`config.mk`:
```
export PLATFORM = sky130hd
export DESIGN_NAME = hazard_unit_mc
export DESIGN_NICKNAME = d
export VERILOG_FILES = /design/src/rtl/hazard_pkg.sv /design/src/rtl/mc_tracker.sv /design/src/rtl/hazard_unit_mc.sv
export SDC_FILE = /design/constraint.sdc
export NUM_CORES = 1
export LEC_CHECK = 0
export CAP_MARGIN = 10
export CELL_PAD_IN_SITES_DETAIL_PLACEMENT = 1
export CELL_PAD_IN_SITES_GLOBAL_PLACEMENT = 1
export CORE_MARGIN = 4
export CORE_UTILIZATION = 24
export CTS_CLUSTER_DIAMETER = 150
export DETAILED_ROUTE_END_ITERATION = 10
export PLACE_DENSITY = 0.91
export SYNTH_ARGS = -nofsm -noshare
export SYNTH_HDL_FRONTEND = slang
export SYNTH_SLANG_ARGS = --single-unit
```
`constraint.sdc`:
```
create_clock -name clk -period 2.2 [get_ports clk]
set_input_delay 0.33 -clock clk [delete_from_list [all_inputs] [get_ports clk]]
set_output_delay 0.33 -clock clk [all_outputs]
set_load 0.005 [all_outputs]
```
`src/rtl/hazard_pkg.sv`:
```
// Shared types and defaults for the hazard unit with multi-cycle execute tracking.
package hazard_pkg;

    // Default register-index width for a 32-entry register file.
    localparam int unsigned DEFAULT_REG_ADDR_W = 5;

    // E-stage operand source select; M is the youngest producer.
    typedef enum logic [1:0] {
        FWD_NONE = 2'b00,
        FWD_M    = 2'b01,
        FWD_W    = 2'b10
    } fwd_sel_t;

    // Multi-cycle unit occupancy.
    typedef enum logic {
        IDLE = 1'b0,
        BUSY = 1'b1
    } mc_state_t;

endpackage

```
`src/rtl/mc_tracker.sv`:
```
// Scoreboard for the single outstanding multi-cycle (MUL/DIV) operation.
// Latches the destination on issue and counts down the unit latency.
module mc_tracker
    import hazard_pkg::*;
#(
    parameter int unsigned MUL_LAT    = 4,
    parameter int unsigned REG_ADDR_W = DEFAULT_REG_ADDR_W
) (
    input  logic                  clk,
    input  logic                  rst_n,
    input  logic                  i_start,
    input  logic [REG_ADDR_W-1:0] i_rd,
    output logic                  o_busy,
    output logic                  o_done,
    output logic [REG_ADDR_W-1:0] o_rd
);

    localparam int unsigned CNT_W = (MUL_LAT > 1) ? $clog2(MUL_LAT) : 1;
    localparam logic [CNT_W-1:0] CNT_INIT = CNT_W'(MUL_LAT - 1);

    mc_state_t             r_state;
    logic [CNT_W-1:0]      r_cnt;
    logic [REG_ADDR_W-1:0] r_rd;

    mc_state_t             w_state_d;
    logic [CNT_W-1:0]      w_cnt_d;
    logic [REG_ADDR_W-1:0] w_rd_d;

    // Next-state: issue only from IDLE; a start while BUSY is ignored.
    always_comb begin
        w_state_d = r_state;
        w_cnt_d   = r_cnt;
        w_rd_d    = r_rd;
        unique case (r_state)
            IDLE: begin
                if (i_start) begin
                    w_state_d = BUSY;
                    w_cnt_d   = CNT_INIT;
                    w_rd_d    = i_rd;
                end
            end
            BUSY: begin
                if (r_cnt == '0) begin
                    w_state_d = IDLE;
                end else begin
                    w_cnt_d = r_cnt - CNT_W'(1);
                end
            end
            default: w_state_d = IDLE;
        endcase
    end

    // Tracker state registers; reset abandons any outstanding op.
    always_ff @(posedge clk or negedge rst_n) begin
        if (!rst_n) begin
            r_state <= IDLE;
            r_cnt   <= '0;
            r_rd    <= '0;
        end else begin
            r_state <= w_state_d;
            r_cnt   <= w_cnt_d;
            r_rd    <= w_rd_d;
        end
    end

    assign o_busy = (r_state == BUSY);
    assign o_done = (r_state == BUSY) && (r_cnt == '0);
    assign o_rd   = r_rd;

endmodule

```
`src/rtl/hazard_unit_mc.sv`:
```
// Hazard unit for the five-stage pipeline: E-stage forwarding, load-use stalls,
// multi-cycle RAW/WAW/structural stalls and branch flushes.
// Optional feature macro HAZARD_PERF_EN adds saturating stall/flush/forward counters.
module hazard_unit_mc
    import hazard_pkg::*;
#(
    parameter int unsigned REG_ADDR_W = DEFAULT_REG_ADDR_W,
    parameter int unsigned MUL_LAT    = 4
) (
    input  logic                  clk,
    input  logic                  rst_n,
    input  logic [REG_ADDR_W-1:0] Rs1D,
    input  logic [REG_ADDR_W-1:0] Rs2D,
    input  logic                  UsesRs1D,
    input  logic                  UsesRs2D,
    input  logic [REG_ADDR_W-1:0] RdD,
    input  logic                  RegWriteD,
    input  logic                  MulD,
    input  logic [REG_ADDR_W-1:0] Rs1E,
    input  logic [REG_ADDR_W-1:0] Rs2E,
    input  logic [REG_ADDR_W-1:0] RdE,
    input  logic                  MemReadE,
    input  logic                  MulStartE,
    input  logic                  PCSrcE,
    input  logic [REG_ADDR_W-1:0] RdM,
    input  logic [REG_ADDR_W-1:0] RdW,
    input  logic                  RegWriteM,
    input  logic                  RegWriteW,
    output logic                  StallF,
    output logic                  StallD,
    output logic                  FlushD,
    output logic                  FlushE,
    output logic [1:0]            ForwardAE,
    output logic [1:0]            ForwardBE,
    output logic                  MulBusy,
    output logic                  MulDone,
    output logic [REG_ADDR_W-1:0] MulRd
`ifdef HAZARD_PERF_EN
    ,
    output logic [31:0]           StallCycles,
    output logic [31:0]           FlushCycles,
    output logic [31:0]           FwdCycles
`endif
);

    fwd_sel_t w_fwd_a;
    fwd_sel_t w_fwd_b;
    logic     w_lw_stall;
    logic     w_mc_stall;
    logic     w_stall;
    logic     w_mc_rd_nz;

    mc_tracker #(
        .MUL_LAT    (MUL_LAT),
        .REG_ADDR_W (REG_ADDR_W)
    ) u_mc_tracker (
        .clk     (clk),
        .rst_n   (rst_n),
        .i_start (MulStartE),
        .i_rd    (RdE),
        .o_busy  (MulBusy),
        .o_done  (MulDone),
        .o_rd    (MulRd)
    );

    // Operand forwarding; x0 never forwards and M beats W.
    always_comb begin
        w_fwd_a = FWD_NONE;
        w_fwd_b = FWD_NONE;
        if (Rs1E != '0) begin
            if (RegWriteM && (RdM == Rs1E))      w_fwd_a = FWD_M;
            else if (RegWriteW && (RdW == Rs1E)) w_fwd_a = FWD_W;
        end
        if (Rs2E != '0) begin
            if (RegWriteM && (RdM == Rs2E))      w_fwd_b = FWD_M;
            else if (RegWriteW && (RdW == Rs2E)) w_fwd_b = FWD_W;
        end
    end

    assign ForwardAE = w_fwd_a;
    assign ForwardBE = w_fwd_b;

    // Stall sources: load-use, and any D-stage dependency on the busy multi-cycle unit.
    // A pending x0 destination never creates a data hazard, only the structural one.
    always_comb begin
        w_mc_rd_nz = (MulRd != '0);
        w_lw_stall = MemReadE && (RdE != '0) &&
                     ((UsesRs1D && (Rs1D == RdE)) || (UsesRs2D && (Rs2D == RdE)));
        w_mc_stall = MulBusy &&
                     ((w_mc_rd_nz && ((UsesRs1D && (Rs1D == MulRd)) ||
                                      (UsesRs2D && (Rs2D == MulRd)) ||
                                      (RegWriteD && (RdD == MulRd)))) ||
                      MulD);
        w_stall    = w_lw_stall || w_mc_stall;
    end

    // Pipeline control; a taken branch overrides the stall for F/D.
    always_comb begin
        StallF = w_stall && !PCSrcE;
        StallD = w_stall && !PCSrcE;
        FlushD = PCSrcE;
        FlushE = w_stall || PCSrcE;
    end

`ifdef HAZARD_PERF_EN
    logic [31:0] r_stall_cycles;
    logic [31:0] r_flush_cycles;
    logic [31:0] r_fwd_cycles;
    logic        w_fwd_any;

    assign w_fwd_any = (w_fwd_a != FWD_NONE) || (w_fwd_b != FWD_NONE);

    // Saturating event counters.
    always_ff @(posedge clk or negedge rst_n) begin
        if (!rst_n) begin
            r_stall_cycles <= '0;
            r_flush_cycles <= '0;
            r_fwd_cycles   <= '0;
        end else begin
            if (w_stall && (r_stall_cycles != '1)) r_stall_cycles <= r_stall_cycles + 32'd1;
            if (PCSrcE && (r_flush_cycles != '1))  r_flush_cycles <= r_flush_cycles + 32'd1;
            if (w_fwd_any && (r_fwd_cycles != '1)) r_fwd_cycles   <= r_fwd_cycles + 32'd1;
        end
    end

    assign StallCycles = r_stall_cycles;
    assign FlushCycles = r_flush_cycles;
    assign FwdCycles   = r_fwd_cycles;
`endif

endmodule

```
# Yosys cells after proc, flatten, opt, wreduce, memory -nomap -nowiden
# Cells that the tools add are included.
[op_classes]
addsub = 1
n_eq_ne = 11
n_mux = 12
n_bitwise = 1
reduce_logical = 29
[op_table]
columns = ["cell", "count"]
rows = [
  ["5-bit == test", 9],
  ["5-bit nonzero test", 4],
  ["2-bit two-way mux", 8],
  ["1-bit logical AND", 15],
  ["1-bit logical OR", 6],
  ["2-bit != test, second input constant", 2],
  ["2-bit one-hot mux with 2 select lines", 1],
  ["2-bit AND reduction", 2],
  ["2-bit logical NOT", 1],
  ["1-bit two-way mux", 2],
  ["1-bit one-hot mux with 2 select lines", 1],
  ["2-bit by 1-bit subtractor with 2-bit output, second input constant", 1],
  ["1-bit logical NOT", 1],
  ["1-bit NOT", 1],
]
[totals]
reg_bits = 8
inputBits = 51
output_inout_bits = 15
word_cells = 57

# Longest topological paths before layout
[logic_depth]
word_depth = 9
depth_mapped = 6
mapped_depth_nobuf = 6

# Modules after synthesis
# Synthesis repeated with hierarchy kept, for this count alone.
[hier_totals]
hier_cells = 106
hier_area_um2 = 963.4
[modules_own_cells]
columns = ["module", "instances", "cells_per_inst", "area_per_inst_um2", "seq_area_each_um2"]
rows = [
  ["hazard_unit_mc", 1, 82, 623.1, 0.0],
  ["mc_tracker", 1, 24, 340.3, 200.2],
]

# Worst setup path before layout
# No wires, ideal clock.
[synth_timing]
path_kind = "reg-to-output"
start = "register u_mc_tracker.r_rd[1], in the netlist u_mc_tracker.o_rd[1]"
end = "output port StallF"
t_arrival_ns = 1.635
t_required_ns = 1.870
path_slack_ns = 0.235
stages_incl_launch_ff = 6
path_buffers = 1
cell_sequence = "dfrtp_1 or4_1 or3_1 o311ai_2 a21oi_1 buf_4"
[synth_via]
elab_chain_len = 9
word_cells_on_any_way = 14
classes_between = "eq/ne (3); reduce/logical (11)"
[synth_rtl]
columns = ["item", "line", "rtl"]
rows = [
  ["from (decl)", "mc_tracker.sv:23", "logic [REG_ADDR_W-1:0] r_rd;"],
  ["from (signal assigned)", "mc_tracker.sv:62", "r_rd <= w_rd_d;"],
  ["5-bit == test, on equally long branches", "hazard_unit_mc.sv:90, hazard_unit_mc.sv:91", ""],
  ["1-bit logical AND, on equally long branches", "hazard_unit_mc.sv:90, hazard_unit_mc.sv:91", ""],
  ["1-bit logical OR", "hazard_unit_mc.sv:90", "((w_mc_rd_nz && ((UsesRs1D && (Rs1D == MulRd)) ||"],
  ["1-bit logical OR", "hazard_unit_mc.sv:91", "(UsesRs2D && (Rs2D == MulRd)) ||"],
  ["1-bit logical AND *", "hazard_unit_mc.sv:90", ""],
  ["1-bit logical OR *", "hazard_unit_mc.sv:92", "(RegWriteD && (RdD == MulRd)))) ||"],
  ["1-bit logical AND *", "hazard_unit_mc.sv:89", "w_mc_stall = MulBusy &&"],
  ["1-bit logical OR *", "hazard_unit_mc.sv:94", "w_stall = w_lw_stall || w_mc_stall;"],
  ["1-bit logical AND *", "-", ""],
  ["to (decl)", "hazard_unit_mc.sv:29", "output logic StallF,"],
]
# Every way passes the cells marked *; elsewhere a longest branch is shown, timed or not.

# Final worst setup path
[layout_timing]
start = "register u_mc_tracker.r_rd[3], in the netlist u_mc_tracker.o_rd[3]"
end = "output port FlushE"
[layout_via]
elab_chain_len = 9
word_cells_on_any_way = 14
classes_between = "eq/ne (3); reduce/logical (11)"
[layout_rtl]
columns = ["item", "line", "rtl"]
rows = [
  ["5-bit == test, on equally long branches", "hazard_unit_mc.sv:90, hazard_unit_mc.sv:91", ""],
  ["1-bit logical AND, on equally long branches", "hazard_unit_mc.sv:90, hazard_unit_mc.sv:91", ""],
  ["1-bit logical OR", "hazard_unit_mc.sv:90", ""],
  ["1-bit logical OR", "hazard_unit_mc.sv:91", ""],
  ["1-bit logical AND *", "hazard_unit_mc.sv:90", ""],
  ["1-bit logical OR *", "hazard_unit_mc.sv:92", ""],
  ["1-bit logical AND *", "hazard_unit_mc.sv:89", ""],
  ["1-bit logical OR *", "hazard_unit_mc.sv:94", ""],
  ["1-bit logical OR *", "hazard_unit_mc.sv:102", "FlushE = w_stall || PCSrcE;"],
  ["to (decl)", "hazard_unit_mc.sv:32", "output logic FlushE,"],
]
# Marked as above.

==> reports/qor.yml <==
clockBufferDepth: 2
die_h_um: 70.74
r2r_setup_slack_ps: 920
postLayoutCoreUtil_pct: 51.74
ys_types: 27
antenna_found_initial: 0
ioPinCount: 66
wl_per_cell_um: 17.40
fmax_mhz: 459.2
synth_enable_flop_cells: 0
cts_buffers: 3
synth_most_common_cell: "xor2_1"
firstDrtPassIters: 3
n_antenna_cell: 0
hold_path_class: "input pin to async pin"
avgSynthCellArea_um2: 8.829
clkTransAtPathRegs_ps: 40
period_minus_slack_ps: 2177
clk_latency_ps: 230
crit_type: "flop to output pin"
async_flop_share_pct: 100.0
grt_first_pass_wirelength_um: 6630
cts_tree: "yes"
die-area_um2: 5004
dpl_cell_area_um2: 1828
final_antenna_net_count: 0
start_util_pct: 25.23
fin_skew_ps: 4.125
synth_flop_cell: "dfrtp_1"
crit_required_ps: 1870
dp_cells: 243
status: "complete, no violations"
row_count: 22
coreArea_um2: 3744
post-dp-hpwl_um: 3617
critPathArrivalTime_ps: 1850
report.final.slew_viol_count: 0
peakVddDrop_mv: 0.4991
grt_pass1_vias: 1397
grt_max_degree: 9
rsz0062_at_grt: "true"
grtUsageTotal_pct: 17.04
n_fill_cell: 456
slew_headroom_pct: 75.17
fin_crit_sh_pct: 98.98
synthCells: 107
area_delta_synth_final_pct: 105.0
ff2ff_path_depth: 2
hold_viol: 0
drc_errors: 0
maxCapViolCount: 0
synth_common_cells: "23 x xor2_1, 21 x xnor2_1, 8 x dfrtp_1, 8 x nor2_1"
regArea_um2: 201.4
die_w_um: 70.74
ys_seq_area_share_pct: 21.19
cts.sinks: 8
synth_area_leaders: "xor2_1 21%, dfrtp_1 21%, xnor2_1 19%"
synth_seq_cells: 8
start_kind: "flop"
yosysTopAreaCell: "xor2_1"
leakagePower_nw: 0.8390
final_nets: 255
tightest_slew_ps: 371.3
port_buffers: 65
cp-end-kind: "output pin"
cts_max_level: 1
yosysWarnings: 0
postRouteWirelength_um: 4333
cts-root-buf: "clkbuf_8"
hold_buffers: 0
yosysTopAreaCellShare_pct: 21.32
overflow: 0
hold-worst-slack_ps: 387.2
worstPathMaxFanout: 3
drt-initial-drc-count: 4
syn-cell-area_um2: 944.7
syn-num-nets: 159
postLayoutCellArea_um2: 1937
finalNonFillerCells: 249
powerDensity_nw_per_um2: 767.6
vias_per_cell: 4.711
drive_above_1_share_pct: 27.36
dr_total_vias: 1173
multi_input_comb_area_um2: 808.3
setup_viol: 0
globalplace.congestion: 0.8901
[routing by layer]
layer,vias up,share of wire [%],GRT usage [%]
li1,565,-,-
met1,550,36,17.02
met2,50,55,33.57
met3,8,6.5,3.551
met4,0,2.1,6.889
met5,-,0,0
[through the flow]
stage | TNS, ps | setup slack, ps | total power [mW]
final | 0 | 22.52 | 1.487
after global routing | -79.40 | -35.24 | 1.586
after CTS | -90.22 | -73.66 | 1.466
after detailed placement | -2797 | -539.3 | 1.222
after global placement | -2338 | -507.5 | 1.178
after floorplan | 0 | 234.5 | 0.6668
[final timing paths]
path                                         end                   from
setup / recovery                          FlushE   u_mc_tracker.o_rd[3]
hold / removal             u_mc_tracker.r_cnt[1]                  rst_n
setup reg to reg            u_mc_tracker.o_rd[1]    u_mc_tracker.o_busy
hold reg to reg            u_mc_tracker.r_cnt[0]  u_mc_tracker.r_cnt[0]
max in group asynchronous   u_mc_tracker.o_rd[3]                  rst_n
min in group clk           u_mc_tracker.r_cnt[0]  u_mc_tracker.r_cnt[0]
[registers in the layout, summed over array words and instances (netlist names)]
register / flops
u_mc_tracker.o_busy: 1
u_mc_tracker.r_cnt: 2
u_mc_tracker.o_rd: 5
[layout by cell type, fill, tap and decap left out, types with 4 or more instances in the layout]
master           Yosys  routed
clkdlybuf4s50_1      0      35
mux2_2               5       5
nor2_1               8       7
xor2_1              23      22
buf_4                2      27
dfrtp_1              8       7
dlygate4sd2_1        0      25
xnor2_1             21      19
nand2_1              4       4
and3_1               4       4
[logic make-up (layout without fill, tap and decap cells)]
family	after synthesis	count (layout)	share of synthesized area (%)
buffers and inverters	4	98	2.384
adder cells (fa/ha/maj)	1	1	1.324
AO/OA/AOI/OAI	8	8	6.491
AND/OR/NAND/NOR	37	37	21.86
multiplexers	5	5	5.960
XOR/XNOR	44	44	40.79
flip-flops	8	8	21.19
[what timing repair did]
item | CTS | global route
resized for setup | 48 | 10
setup buffers | 5 | 0
pin swaps | 16 | 12
setup endpoints to repair | 7 | 5
[worst max-delay path, stage by stage, from the launching register on]
cell and delay [ps]:
dfrtp_2 410, or4_4 520, or3_4 350, o311ai_4 100, nand3b_1 110, buf_2 140
[where the power goes]
| part | leakage (nW) | total [mW] | switching [mW] | internal [mW] |
|---|---|---|---|---|
| clock | 0.0216 | 0.173 | 0.0545 | 0.118 |
| combinational | 0.727 | 0.983 | 0.391 | 0.593 |
| sequential | 0.0905 | 0.331 | 0.104 | 0.227 |
| total | 0.839 | 1.49 | 0.549 | 0.938 |
[area by class of cell]
cell class / instances / share of cell area (%)
timing repair buffer: 93 / 42.25
inverter: 2 / 0.3876
sequential: 8 / 10.40
clock buffer: 3 / 2.132
tap: 48 / 3.101
multi-input combinational: 95 / 41.73
No activity file was read; power rests on OpenSTA's default activity.
